<file path="src/rtl/instr_encoder.sv">
// Packs a symbolic instruction request into a MIPS word and writes it to imem at an auto-incrementing PC.
// Latency: accept -> CHECK -> WRITE (imem_we one cycle), one word per 3 cycles at best.
// Backpressure: ready is low outside IDLE and while org_load is asserted.
module instr_encoder #(
  parameter logic [31:0] RESET_PC = 32'h0000_0000
) (
  input  logic        clk,
  input  logic        reset,
  input  logic        org_load,
  input  logic [31:0] org_addr,
  input  logic        valid,
  output logic        ready,
  input  logic [4:0]  kind,
  input  logic [4:0]  rd,
  input  logic [4:0]  rs,
  input  logic [4:0]  rt,
  input  logic [15:0] imm,
  input  logic [31:0] target,
  output logic        imem_we,
  output logic [31:0] imem_addr,
  output logic [31:0] imem_wdata,
  output logic        err,
  output logic [15:0] count
);

  typedef enum logic [1:0] {
    S_IDLE  = 2'd0,
    S_CHECK = 2'd1,
    S_WRITE = 2'd2
  } state_t;

  state_t      state, state_nxt;
  logic [31:0] pc;
  logic [4:0]  kind_q, rd_q, rs_q, rt_q;
  logic [15:0] imm_q;
  logic [31:0] target_q;

  logic        accept;
  logic [31:0] pc4;
  logic [31:0] diff;
  logic        misalign;
  logic        br_fits;
  logic [5:0]  op, funct;
  logic [4:0]  f_rs, f_rt, f_rd;
  logic        is_r, is_j, is_br, bad_kind;
  logic [31:0] word;
  logic        enc_err;

  assign ready   = (state == S_IDLE) && !org_load;
  assign accept  = valid && ready;
  assign imem_we = (state == S_WRITE);

  // Branch offset is diff >>> 2; it fits in 16 bits when diff[31:17] are all sign copies.
  assign pc4      = pc + 32'd4;
  assign diff     = target_q - pc4;
  assign misalign = |diff[1:0];
  assign br_fits  = (diff[31:17] == {15{diff[31]}});

  always_comb begin
    op       = 6'b000000;
    funct    = 6'b000000;
    f_rs     = rs_q;
    f_rt     = rt_q;
    f_rd     = rd_q;
    is_r     = 1'b0;
    is_j     = 1'b0;
    is_br    = 1'b0;
    bad_kind = 1'b0;
    case (kind_q)
      5'd0:  begin is_r = 1'b1; funct = 6'b100001; end
      5'd1:  begin is_r = 1'b1; funct = 6'b100011; end
      5'd2:  begin is_r = 1'b1; funct = 6'b100100; end
      5'd3:  begin is_r = 1'b1; funct = 6'b100101; end
      5'd4:  begin is_r = 1'b1; funct = 6'b101011; end
      5'd5:  begin is_r = 1'b1; funct = 6'b011001; f_rd = 5'd0; end
      5'd6:  begin is_r = 1'b1; funct = 6'b010000; f_rs = 5'd0; f_rt = 5'd0; end
      5'd7:  begin is_r = 1'b1; funct = 6'b010010; f_rs = 5'd0; f_rt = 5'd0; end
      5'd8:  op = 6'b100011;
      5'd9:  op = 6'b101011;
      5'd10: begin op = 6'b000100; is_br = 1'b1; end
      5'd11: op = 6'b001001;
      5'd12: op = 6'b001101;
      5'd13: begin op = 6'b000010; is_j = 1'b1; end
      5'd14: begin op = 6'b001111; f_rs = 5'd0; end
      5'd15: begin op = 6'b000001; f_rt = 5'd0; is_br = 1'b1; end
      5'd16: begin op = 6'b000011; is_j = 1'b1; end
      default: bad_kind = 1'b1;
    endcase
  end

  always_comb begin
    word = {op, f_rs, f_rt, imm_q};
    if (is_j)
      word = {op, target_q[27:2]};
    else if (is_r)
      word = {op, f_rs, f_rt, f_rd, 5'b00000, funct};
    else if (is_br)
      word = {op, f_rs, f_rt, diff[17:2]};
    enc_err = bad_kind
            | (is_br & (misalign | !br_fits))
            | (is_j  & (misalign | (target_q[31:28] != pc4[31:28])));
  end

  always_comb begin
    state_nxt = state;
    case (state)
      S_IDLE:  if (accept) state_nxt = S_CHECK;
      S_CHECK: state_nxt = enc_err ? S_IDLE : S_WRITE;
      S_WRITE: state_nxt = S_IDLE;
      default: state_nxt = S_IDLE;
    endcase
  end

  always_ff @(posedge clk or negedge reset) begin
    if (!reset) state <= S_IDLE;
    else        state <= state_nxt;
  end

  always_ff @(posedge clk or negedge reset) begin
    if (!reset) begin
      kind_q   <= '0;
      rd_q     <= '0;
      rs_q     <= '0;
      rt_q     <= '0;
      imm_q    <= '0;
      target_q <= '0;
    end else if (accept) begin
      kind_q   <= kind;
      rd_q     <= rd;
      rs_q     <= rs;
      rt_q     <= rt;
      imm_q    <= imm;
      target_q <= target;
    end
  end

  always_ff @(posedge clk or negedge reset) begin
    if (!reset) begin
      pc         <= RESET_PC;
      count      <= '0;
      err        <= 1'b0;
      imem_addr  <= RESET_PC;
      imem_wdata <= '0;
    end else begin
      case (state)
        S_IDLE: if (org_load) begin
          pc    <= org_addr & ~32'h3;
          count <= '0;
          err   <= 1'b0;
        end
        S_CHECK: if (enc_err) begin
          err <= 1'b1;
        end else begin
          imem_addr  <= pc;
          imem_wdata <= word;
        end
        S_WRITE: begin
          pc    <= pc4;
          count <= count + 16'd1;
        end
        default: ;
      endcase
    end
  end

endmodule
</file>
<file path="config.mk">
export PLATFORM = sky130hd
export DESIGN_NAME = instr_encoder
export DESIGN_NICKNAME = d
export VERILOG_FILES = /design/src/rtl/instr_encoder.sv
export SDC_FILE = /design/constraint.sdc
export NUM_CORES = 1
export LEC_CHECK = 0
export BUFFER_PORTS_ARGS = -buffer_cell sky130_fd_sc_hd__buf_2
export CORE_UTILIZATION = 55
export DETAILED_ROUTE_END_ITERATION = 12
export PLACE_DENSITY_LB_ADDON = 0.2
export SYNTH_ARGS = -nofsm -noshare
export SYNTH_HDL_FRONTEND = slang
export SYNTH_SLANG_ARGS = --single-unit
</file>
<file path="constraint.sdc">
create_clock -name clk -period 6.3 [get_ports clk]
set_clock_uncertainty 0.05 [all_clocks]
set_input_delay 0.945 -clock clk [delete_from_list [all_inputs] [get_ports clk]]
set_output_delay 0.945 -clock clk [all_outputs]
set_load 0.02 [all_outputs]
</file>
==> results of run 1 <==
## synth_stat cells, drive strengths merged, types with 14 or more instances
cell,number
a21oi,84
a31oi,22
and3,16
buf,18
clkbuf,62
dfrtp,178
ha,15
inv,26
mux2,113
nand2,73
nand3,44
nand4,17
nor2,65
o21ai,101
o22a,19
o22ai,32
or3,14
xnor2,43
xor2,20
## logic make-up (layout without fill, tap and decap cells)
| kind of cell | count (synthesis) | in the layout | synth area share (%) |
|---|---|---|---|
| compound gates | 344 | 344 | 19.59 |
| xor+xnor | 71 | 71 | 6.645 |
| fa+ha+maj | 27 | 27 | 2.812 |
| buf+inv | 106 | 257 | 4.184 |
| flops | 178 | 178 | 40.37 |
| mux | 119 | 119 | 12.21 |
| other cells | 2 | 5 | 0.06806 |
| simple gates | 302 | 302 | 14.12 |
## per-stage QoR
step	hold WS, ns	utilization (%)	std cells	area (um2)
after floorplan	0.4236	-	1152	11050
after CTS	0.4418	64.46	1568	12630
after global placement	0.4180	61.70	1536	12090
after global routing	0.4517	64.46	1568	12630
after detailed placement	0.4261	61.70	1536	12090
final	0.4348	64.46	1568	12630
## sequential cells by signal, summed over array words and instances (netlist names)
register and count:
err 1, target_q 32, imem_addr 30, pc 30
rs_q 5, state 2, kind_q 5, imem_wdata 31
count 16, rd_q 5, rt_q 5, imm_q 16
## worst max-delay path by stage
stage / endpoint / depth (start not counted) / from / slack (ns)
final: imem_addr[29]$_DFFE_PN0P_ / 19 / pc[8]$_DFFE_PN0P_ / 0.49
after floorplan: imem_addr[2]$_DFFE_PN0P_ / 20 / pc[4]$_DFFE_PN0P_ / 1.12
after detailed placement: imem_addr[15]$_DFFE_PN0P_ / 19 / pc[8]$_DFFE_PN0P_ / 0.60
after global routing: imem_addr[31]$_DFFE_PN0P_ / 19 / pc[8]$_DFFE_PN0P_ / 0.18
after CTS: imem_addr[15]$_DFFE_PN0P_ / 19 / pc[8]$_DFFE_PN0P_ / 0.58
after global placement: imem_addr[30]$_DFFE_PN0P_ / 19 / pc[8]$_DFFE_PN0P_ / 0.69
## power by group through the flow
stage                     Clock [W]  Combinational [W]  Sequential, W
after floorplan                   0            0.00175        0.00198
after global placement            0            0.00250        0.00191
after detailed placement          0            0.00255        0.00192
after CTS                   0.00101            0.00257        0.00190
after global routing        0.00105            0.00283        0.00197
final                      0.000995            0.00257        0.00191
## layer usage
metal	track usage [%]	part of all wire [%]	vias up
met5	0	0	-
met4	10.13	2.2	0
met3	4.165	4.7	48
met2	49.34	50	310
met1	38.73	43	4680
li1	-	-	4517
## worst register-to-register path, delay by kind of cell (launching register included)
family	cells	cell delay [ns]
DFF	1	0.59
and+or+nand+nor	9	2.39
adders and majority gates	1	0.40
buffers and inverters	1	0.22
AOI/OAI and AO/OA	5	1.11
xor gates and xnor gates	1	0.21
muxes	2	0.73
## final cells by class
class	instances	area, um2
clock buffers	22	464.2
clock inverters	10	77.57
fillers	1713	6962
inverters	26	97.59
multi-input cells	868	6131
flip-flops and latches	178	4454
well taps	265	331.6
repair buffers	199	1072
==> reports/results.ini, run 1 <==
[hold_path]
hold_end=imem_addr[5]$_DFFE_PN0P_
min-delay-start=imem_addr[5]$_DFFE_PN0P_
holdPathStages=1
hold_class=reg -> reg

[critical_path]
reg2reg_depth=19
crit_buf_inv=1
cp-end-kind=register
cpPeakStageDelay_ns=0.59
r2r-start=pc[8]$_DFFE_PN0P_
path_cells=nand4_2 > nor3_1 > nand4_1 > xor2_1 > ha_1 > nand2_1 > mux2i_1 > and3_1 > o2111ai_1 > o21bai_1 > a21oi_1 > nor2_1 > a311o_1 > or3_1 > or4_1 > nand3_2 > o211ai_4 > buf_12 > mux2_1
critPathMaxFanout=41
arrival_ns=6.08
worst_ep_required_time_ns=6.56
start_kind=register
criticalPathCategory=reg -> reg
crit_path_top_delay_cell=dfrtp_1
rrSetupSlack_ns=0.49
cp_top_family=simple AND/OR/NAND/NOR gates
rr_endpoint=imem_addr[29]$_DFFE_PN0P_

[clock_tree]
clk_pin_slew_ns=0.07
clockBufferDepth=2
numClockSinks=178
h-tree-depth=4
cts_tree=built
cts_made_buffers=17
clock_latency_ns=0.44
cts_root_buf=clkbuf_16
ctsHoldBuffers=0
cts_resized=0
postCtsSetupBuffers=0

[finish]
final_cell_mix=180 x buf_2, 178 x dfrtp_1, 100 x o21ai_0, 83 x a21oi_1, 73 x nand2_1
drive_gt1_share_pct=23.71
synthToLayoutAreaGrowth_pct=14.45
final_common_cell=buf_2
diodes=0
layout.nets=1409

[synth]
async_reset_ff_share_pct=100.0
yosysSeqAreaShare_pct=40.37
synth-edff-count=0
ys.flop_type=dfrtp_1
synth_seq_cells=178
synth_top_area_share_pct=40.37
synth_cells=1149
yosysTopAreaCell=dfrtp_1
synth_area_mm2=0.01103
syn_avg_cell_area_um2=9.603
ys_types=83
ys_warn_count=0
synth.area.top_cells=dfrtp_1 40%, mux2_2 6.0%, mux2_1 5.1%

[grt]
grt_start_max_net_pins=69
grt_antenna_before_repair=0
grt_pass1_wl_um=46330
grt_pass1_vias=8908
grt_use_total_pct=29.34
overflow=0

[timing]
setup_tns_ns=0
worst_pin_slew_ns=1.070
rsz0062_at_grt=no
slew_viol_final=0
setup_viol=0
hold_violations=0
fin_crit_sh_pct=92.29
fin_crit_ns=5.814
fin_ws_ns=0.4860
timing.slew.headroom_pct=28.19
fmax_mhz=172.0

[pwr]
sw_frac_of_total_pct=42.61
power_frac_comb_pct=47.0
pwr-share-seq_pct=34.8
power.leakage_nw=5.508
internal_power_w=0.003143
ir_drop_mv=0.2111
p_sw_w=0.002334
p_clk_share_pct=18.2
power_density_mw_per_mm2=433.7
power_w=0.005477

[run_status]
outcome=complete, no violations

[floorplan]
die_h_um=143.6
die-area_mm2=0.02063
row_count=51
initial_core_util_pct=56.33
io_pins=187
coreArea_mm2=0.01959
die_w_um=143.6

[job]
drv_cap=0

[drt]
drt_first_pass_iters=6
via_per_inst=6.094
first_iter_violations=670
drtAntennaViolNets=0
wl_per_cell_um=18.79
vias=9555
drcViolationCount=0
totalWireLength_um=29470

[place]
place_ws_ns=0.6013
dpl.hpwl_um=21650
port-buffer-count=181
gp_congestion=0.8874

(Power assumes the default switching activity.)
==> run 2, diff against run 1 <==
--- a/config.mk
+++ b/config.mk
@@ -6,6 +6,7 @@
 export NUM_CORES = 1
 export LEC_CHECK = 0
 export BUFFER_PORTS_ARGS = -buffer_cell sky130_fd_sc_hd__buf_2
+export CORE_MARGIN = 3
 export CORE_UTILIZATION = 55
 export DETAILED_ROUTE_END_ITERATION = 12
 export PLACE_DENSITY_LB_ADDON = 0.2
==> run 2 against run 1 <==
  * Sequential power is essentially flat
  * Cell area rose by 0.24%
  * Highest routed layer unchanged
  * Critical path depth fell by 2
  * Critical endpoint unchanged
  * Combinational power about the same
  * Routed wire length is the same
  * Hold slack about the same
  * Clock power increased by 4%
  * Die area up 5.6%
==> reports/results.ini, run 2 (synthesis gave the netlist of run 1 again) <==
[run_status]
outcome=complete, no violations

[drt]
via_per_inst=6.149  ; +0.91%
first_iter_violations=737  ; +10%
vias=9660  ; +1.1%
drcViolationCount=0  ; unchanged
drt_first_pass_iters=5  ; -1
drtAntennaViolNets=0  ; unchanged
wl_per_cell_um=18.76  ; -0.19%
totalWireLength_um=29470  ; unchanged

[clock_tree]
clk_pin_slew_ns=0.07  ; about the same
cts_resized=0  ; unchanged
clock_latency_ns=0.43  ; about the same
clockBufferDepth=2  ; unchanged
cts_root_buf=clkbuf_16
cts_made_buffers=17  ; unchanged
ctsHoldBuffers=0  ; unchanged
h-tree-depth=4  ; unchanged
cts_tree=built
postCtsSetupBuffers=0  ; unchanged
numClockSinks=178  ; unchanged

[critical_path]
r2r-start=pc[11]$_DFFE_PN0P_
crit_buf_inv=1  ; unchanged
path_cells=nand4_2 > or3_1 > nor2_1 > nand3_1 > xor2_1 > ha_1 > a21o_1 > a211oi_1 > nand3_1 > a31oi_1 > o21ai_0 > a2111oi_0 > nand3b_1 > nand3_2 > o211ai_4 > buf_12 > mux2_1
reg2reg_depth=17  ; -2
worst_ep_required_time_ns=6.56  ; about the same
cp-end-kind=register
arrival_ns=6.14  ; +0.06 ns
critPathMaxFanout=41  ; unchanged
cp_top_family=compound AO/OA/AOI/OAI gates
cpPeakStageDelay_ns=0.64  ; +0.05 ns
rr_endpoint=imem_addr[29]$_DFFE_PN0P_
rrSetupSlack_ns=0.42  ; -0.07 ns
criticalPathCategory=reg -> reg
crit_path_top_delay_cell=dfrtp_1
start_kind=register
crit_top_cell=nand3_1

[grt]
grt_start_max_net_pins=117  ; +70%
grt_pass1_vias=9243  ; +3.8%
grt_antenna_before_repair=1  ; +1
overflow=0  ; unchanged
grt_use_total_pct=27.32  ; -2.0 points
grt_pass1_wl_um=47870  ; +3.3%

[floorplan]
coreArea_mm2=0.01959  ; unchanged
row_count=51  ; unchanged
die-area_mm2=0.02180  ; +5.6%
die_w_um=147.6  ; +2.8%
io_pins=187  ; unchanged
die_h_um=147.6  ; +2.8%
initial_core_util_pct=56.33  ; unchanged

[timing]
timing.slew.headroom_pct=27.61  ; -0.58 points
hold_violations=0  ; unchanged
setup_viol=0  ; unchanged
fin_ws_ns=0.4197  ; -0.06624 ns
rsz0062_at_grt=no
fin_crit_ns=5.880  ; +0.06624 ns
worst_pin_slew_ns=1.082  ; +0.01194 ns
setup_tns_ns=0  ; unchanged
slew_viol_final=0  ; unchanged
fmax_mhz=170.1  ; -1.1%
fin_crit_sh_pct=93.34  ; +1.1 points

[hold_path]
min-delay-start=imem_addr[7]$_DFFE_PN0P_
hold_end=imem_addr[7]$_DFFE_PN0P_
holdPathStages=1  ; unchanged
hold_class=reg -> reg

[finish]
largest_register_ffs=32  ; unchanged
fin_cells=1571  ; +0.19%
final_cell_mix=180 x buf_2, 178 x dfrtp_1, 100 x o21ai_0, 83 x a21oi_1, 73 x nand2_1
drive_gt1_share_pct=24.06  ; +0.35 points
layout.nets=1411  ; +0.14%
largest-register=target_q
synthToLayoutAreaGrowth_pct=14.72
final_common_cell=buf_2
reg_top3=target_q: 32 flops, imem_wdata: 31 flops

[job]
drv_cap=0  ; unchanged

[pwr]
power.leakage_nw=5.537  ; +0.54%
power_density_mw_per_mm2=435.0  ; +0.29%
ir_drop_mv=0.2329  ; +10%

[place]
gp_congestion=0.9425  ; +6.2%
dp_cells=1538  ; +0.13%
place_ws_ns=0.5707  ; -0.03054 ns
port-buffer-count=181  ; unchanged
dpl.hpwl_um=21630  ; -0.11%

## run 2: layer usage
| metal | share of wire [%] | routed length (um) | track usage [%] | up-vias |
|---|---|---|---|---|
| li1 | - | - | - | 4517 |
| met1 | 42 | 12320 | 36.06 | 4740 |
| met2 | 49 | 14410 | 45.61 | 347 |
| met3 | 6.2 | 1825 | 4.537 | 56 |
| met4 | 3.1 | 908 | 10.16 | 0 |
| met5 | 0 | 0 | 0 | - |
## run 2: worst max path at each step
stage	from	end	slack, ns	depth (start not counted)
after floorplan	pc[4]$_DFFE_PN0P_	imem_addr[2]$_DFFE_PN0P_	1.12	20
after global placement	pc[2]$_DFFE_PN0P_	imem_addr[30]$_DFFE_PN0P_	0.65	22
after detailed placement	pc[7]$_DFFE_PN0P_	imem_addr[13]$_DFFE_PN0P_	0.57	19
after CTS	pc[7]$_DFFE_PN0P_	imem_addr[11]$_DFFE_PN0P_	0.54	19
after global routing	pc[7]$_DFFE_PN0P_	imem_addr[11]$_DFFE_PN0P_	0.06	18
final	pc[11]$_DFFE_PN0P_	imem_addr[29]$_DFFE_PN0P_	0.42	17
## run 2: per-stage QoR
| step | power (W) | utilization [%] | cell area [um2] | hold slack (ns) |
|---|---|---|---|---|
| finish | 0.005506 | 64.62 | 12660 | 0.4344 |
| CTS | 0.005513 | 64.60 | 12660 | 0.4368 |
| global route | 0.005884 | 64.62 | 12660 | 0.4536 |
| detailed placement | 0.004475 | 61.71 | 12090 | 0.4261 |
| floorplan | 0.003733 | - | 11050 | 0.4236 |
| global placement | 0.004414 | 61.71 | 12090 | 0.4161 |
## run 2: area by class of cell
class | instances | area, um2
inverters | 26 | 97.59
flip-flops and latches | 178 | 4454
fillers | 1668 | 6932
clock inverters | 12 | 100.1
diodes | 1 | 2.502
repair buffers | 201 | 1075
clock buffers | 20 | 466.7
multi-input cells | 868 | 6131
well taps | 265 | 331.6
## run 2: power by group
part	internal, W	switching, W	total [W]
logic	0.00111	0.00148	0.00259
clock network	0.000545	0.000481	0.00103
registers	0.00151	0.000383	0.00189
total	0.00316	0.00234	0.00551
## run 2: worst register-to-register path, cell delays in order (launching register included)
cell,delay [ns]
dfrtp_1,0.64
nand4_2,0.28
or3_1,0.49
nor2_1,0.38
nand3_1,0.16
xor2_1,0.34
ha_1,0.38
a21o_1,0.25
a211oi_1,0.42
nand3_1,0.15
a31oi_1,0.19
o21ai_0,0.14
a2111oi_0,0.58
nand3b_1,0.23
nand3_2,0.15
o211ai_4,0.26
buf_12,0.29
mux2_1,0.40
==> run 3, diff against run 2 <==
--- a/config.mk
+++ b/config.mk
@@ -7,7 +7,7 @@
 export LEC_CHECK = 0
 export BUFFER_PORTS_ARGS = -buffer_cell sky130_fd_sc_hd__buf_2
 export CORE_MARGIN = 3
-export CORE_UTILIZATION = 55
+export CORE_UTILIZATION = 23
 export DETAILED_ROUTE_END_ITERATION = 12
 export PLACE_DENSITY_LB_ADDON = 0.2
 export SYNTH_ARGS = -nofsm -noshare
==> run 3 against run 2 <==
  * Core utilization decreased by 36 points
  * Flip-flop and latch count unchanged
  * Non-clock buffer count increased by 8
  * Cell area increased by 4.3%
  * Global-route usage decreased by 12 points
  * Critical endpoint is now imem_addr[18]$_DFFE_PN0P_
  * Largest power group unchanged
==> reports/results.ini, run 3 (synthesis gave the netlist of run 1 again) <==
[clock_tree]
cts_root_buf=clkbuf_16
cts_made_buffers=17  ; unchanged
ctsHoldBuffers=0  ; unchanged
clockBufferDepth=2  ; unchanged
numClockSinks=178  ; unchanged
h-tree-depth=4  ; unchanged
cts_tree=built
clock_latency_ns=0.49  ; +0.06 ns
clk_pin_slew_ns=0.07  ; about the same
cts_resized=0  ; unchanged
postCtsSetupBuffers=0  ; unchanged

[run_status]
outcome=complete, no violations

[grt]
grt_pass1_vias=9251  ; +0.087%
grt_pass1_wl_um=56800  ; +19%
grt_use_total_pct=14.94  ; -12 points
grt_start_max_net_pins=88  ; -25%
overflow=0  ; unchanged
grt_antenna_before_repair=2  ; +1

[timing]
rsz0062_at_grt=no
hold_violations=0  ; unchanged
fmax_mhz=172.3  ; +1.3%
timing.slew.headroom_pct=21.28  ; -6.3 points
fin_crit_sh_pct=92.15  ; -1.2 points
setup_tns_ns=0  ; unchanged
slew_viol_final=0  ; unchanged
worst_pin_slew_ns=1.173  ; +0.09115 ns
fin_crit_ns=5.805  ; -0.07510 ns
hold_slack_ns=0.4365  ; +0.002161 ns
fin_ws_ns=0.4948  ; +0.07510 ns
setup_viol=0  ; unchanged

[place]
gp_congestion=0.8174  ; -13%
place_ws_ns=0.6142  ; +0.04349 ns
dpl.hpwl_um=28360  ; +31%
port-buffer-count=181  ; unchanged

[pwr]
pwr-share-seq_pct=32.9  ; -1.5 points
power_w=0.005703  ; +3.6%
p_sw_w=0.002484  ; +6.0%
p_clk_share_pct=19.5  ; +0.9 points
power_density_mw_per_mm2=432.0  ; -0.69%
ir_drop_mv=0.2182  ; -6.3%
sw_frac_of_total_pct=43.55  ; +1.0 points
internal_power_w=0.003219  ; +1.8%
power_frac_comb_pct=47.6  ; +0.6 points
power.leakage_nw=5.595  ; +1.0%

[critical_path]
r2r-start=pc[4]$_DFFE_PN0P_
cp_top_family=simple AND/OR/NAND/NOR gates
critPathMaxFanout=40  ; -2.4%
crit_path_top_delay_cell=or4_1
crit_top_cell=nand4_1
reg2reg_depth=19  ; +2
rr_endpoint=imem_addr[18]$_DFFE_PN0P_
path_depth=19  ; +2
arrival_ns=6.11  ; -0.03 ns
path_cells=nand4_1 > nor3_1 > nand4_1 > xor2_1 > ha_1 > nand2_1 > mux2i_1 > and3_1 > o2111ai_1 > o21bai_1 > a21oi_1 > nor2_1 > a311o_1 > or3_1 > or4_1 > nand3_2 > o211ai_4 > buf_12 > mux2_1
worst_ep_required_time_ns=6.60  ; +0.04 ns
cp-end-kind=register
rrSetupSlack_ns=0.49  ; +0.08 ns
crit_buf_inv=1  ; unchanged
start_kind=register
criticalPathCategory=reg -> reg
cpPeakStageDelay_ns=0.58  ; -0.06 ns

[finish]
drive_gt1_share_pct=24.52  ; +0.46 points
final_common_cell=buf_2
synthToLayoutAreaGrowth_pct=19.64
fillCellCount=4964  ; +200%
reg_top3=target_q: 32 flops, imem_wdata: 31 flops
layout.nets=1419  ; +0.57%
final_cell_mix=180 x buf_2, 178 x dfrtp_1, 100 x o21ai_0, 83 x a21oi_1, 73 x nand2_1
largest_register_ffs=32  ; unchanged
largest-register=target_q

[hold_path]
hold_class=reg -> reg
holdPathStages=1  ; unchanged
min-delay-start=imem_addr[25]$_DFFE_PN0P_
hold_end=imem_addr[25]$_DFFE_PN0P_

[drt]
vias=9453  ; -2.1%
drtAntennaViolNets=0  ; unchanged
via_per_inst=4.918  ; -20%
wl_per_cell_um=19.57  ; +4.3%
drcViolationCount=0  ; unchanged
totalWireLength_um=37620  ; +28%
drt_first_pass_iters=4  ; -1
first_iter_violations=629  ; -15%

[floorplan]
row_count=79  ; +55%
die_h_um=225.0  ; +52%
initial_core_util_pct=23.50  ; -33 points
coreArea_mm2=0.04695  ; +140%
io_pins=187  ; unchanged
die_w_um=225.0  ; +52%
die-area_mm2=0.05064  ; +130%

[job]
drv_cap=0  ; unchanged

[run 3: per-layer routing]
metal  vias up  GRT usage [%]  wire, um
met3        37          2.944      1199
met1      4705          19.15     16990
met5         -              0         0
li1       4538              -         -
met4         0          5.188       807
met2       173          25.18     18620
[run 3: power groups by stage]
stage | combinational [W] | sequential, W | clock [W]
after floorplan | 0.00175 | 0.00198 | 0
after global placement | 0.00272 | 0.00191 | 0
after detailed placement | 0.00274 | 0.00191 | 0
after CTS | 0.00275 | 0.00189 | 0.00117
after global routing | 0.00300 | 0.00194 | 0.00120
final | 0.00271 | 0.00188 | 0.00111
[run 3: how the worst max path moves through the flow]
stage	from	to	slack (ns)
after global routing	pc[4]$_DFFE_PN0P_	imem_addr[18]$_DFFE_PN0P_	0.09
final	pc[4]$_DFFE_PN0P_	imem_addr[18]$_DFFE_PN0P_	0.49
after floorplan	pc[4]$_DFFE_PN0P_	imem_addr[2]$_DFFE_PN0P_	1.12
after CTS	pc[4]$_DFFE_PN0P_	imem_addr[18]$_DFFE_PN0P_	0.58
after detailed placement	pc[4]$_DFFE_PN0P_	imem_addr[18]$_DFFE_PN0P_	0.61
after global placement	pc[4]$_DFFE_PN0P_	imem_addr[29]$_DFFE_PN0P_	0.71
[run 3: cell type report]
class | instances | area (um2) | area share [%]
Inverter | 26 | 97.59 | 0.7393
Multi-Input combinational cell | 868 | 6132 | 46.45
Sequential cell | 178 | 4454 | 33.74
Tap cell | 607 | 759.5 | 5.753
Timing Repair Buffer | 209 | 1150 | 8.710
Clock buffer | 19 | 452.9 | 3.431
Clock inverter | 13 | 150.1 | 1.137
Antenna cell | 2 | 5.005 | 0.03791
[run 3: metrics by stage]
stage	instance area (um2)	utilization, %	cells
final	13200	28.12	1922
after global routing	13200	28.12	1922
after CTS	13200	28.11	1920
after detailed placement	12590	26.82	1888
after global placement	12590	26.82	1888
after floorplan	11050	-	1152
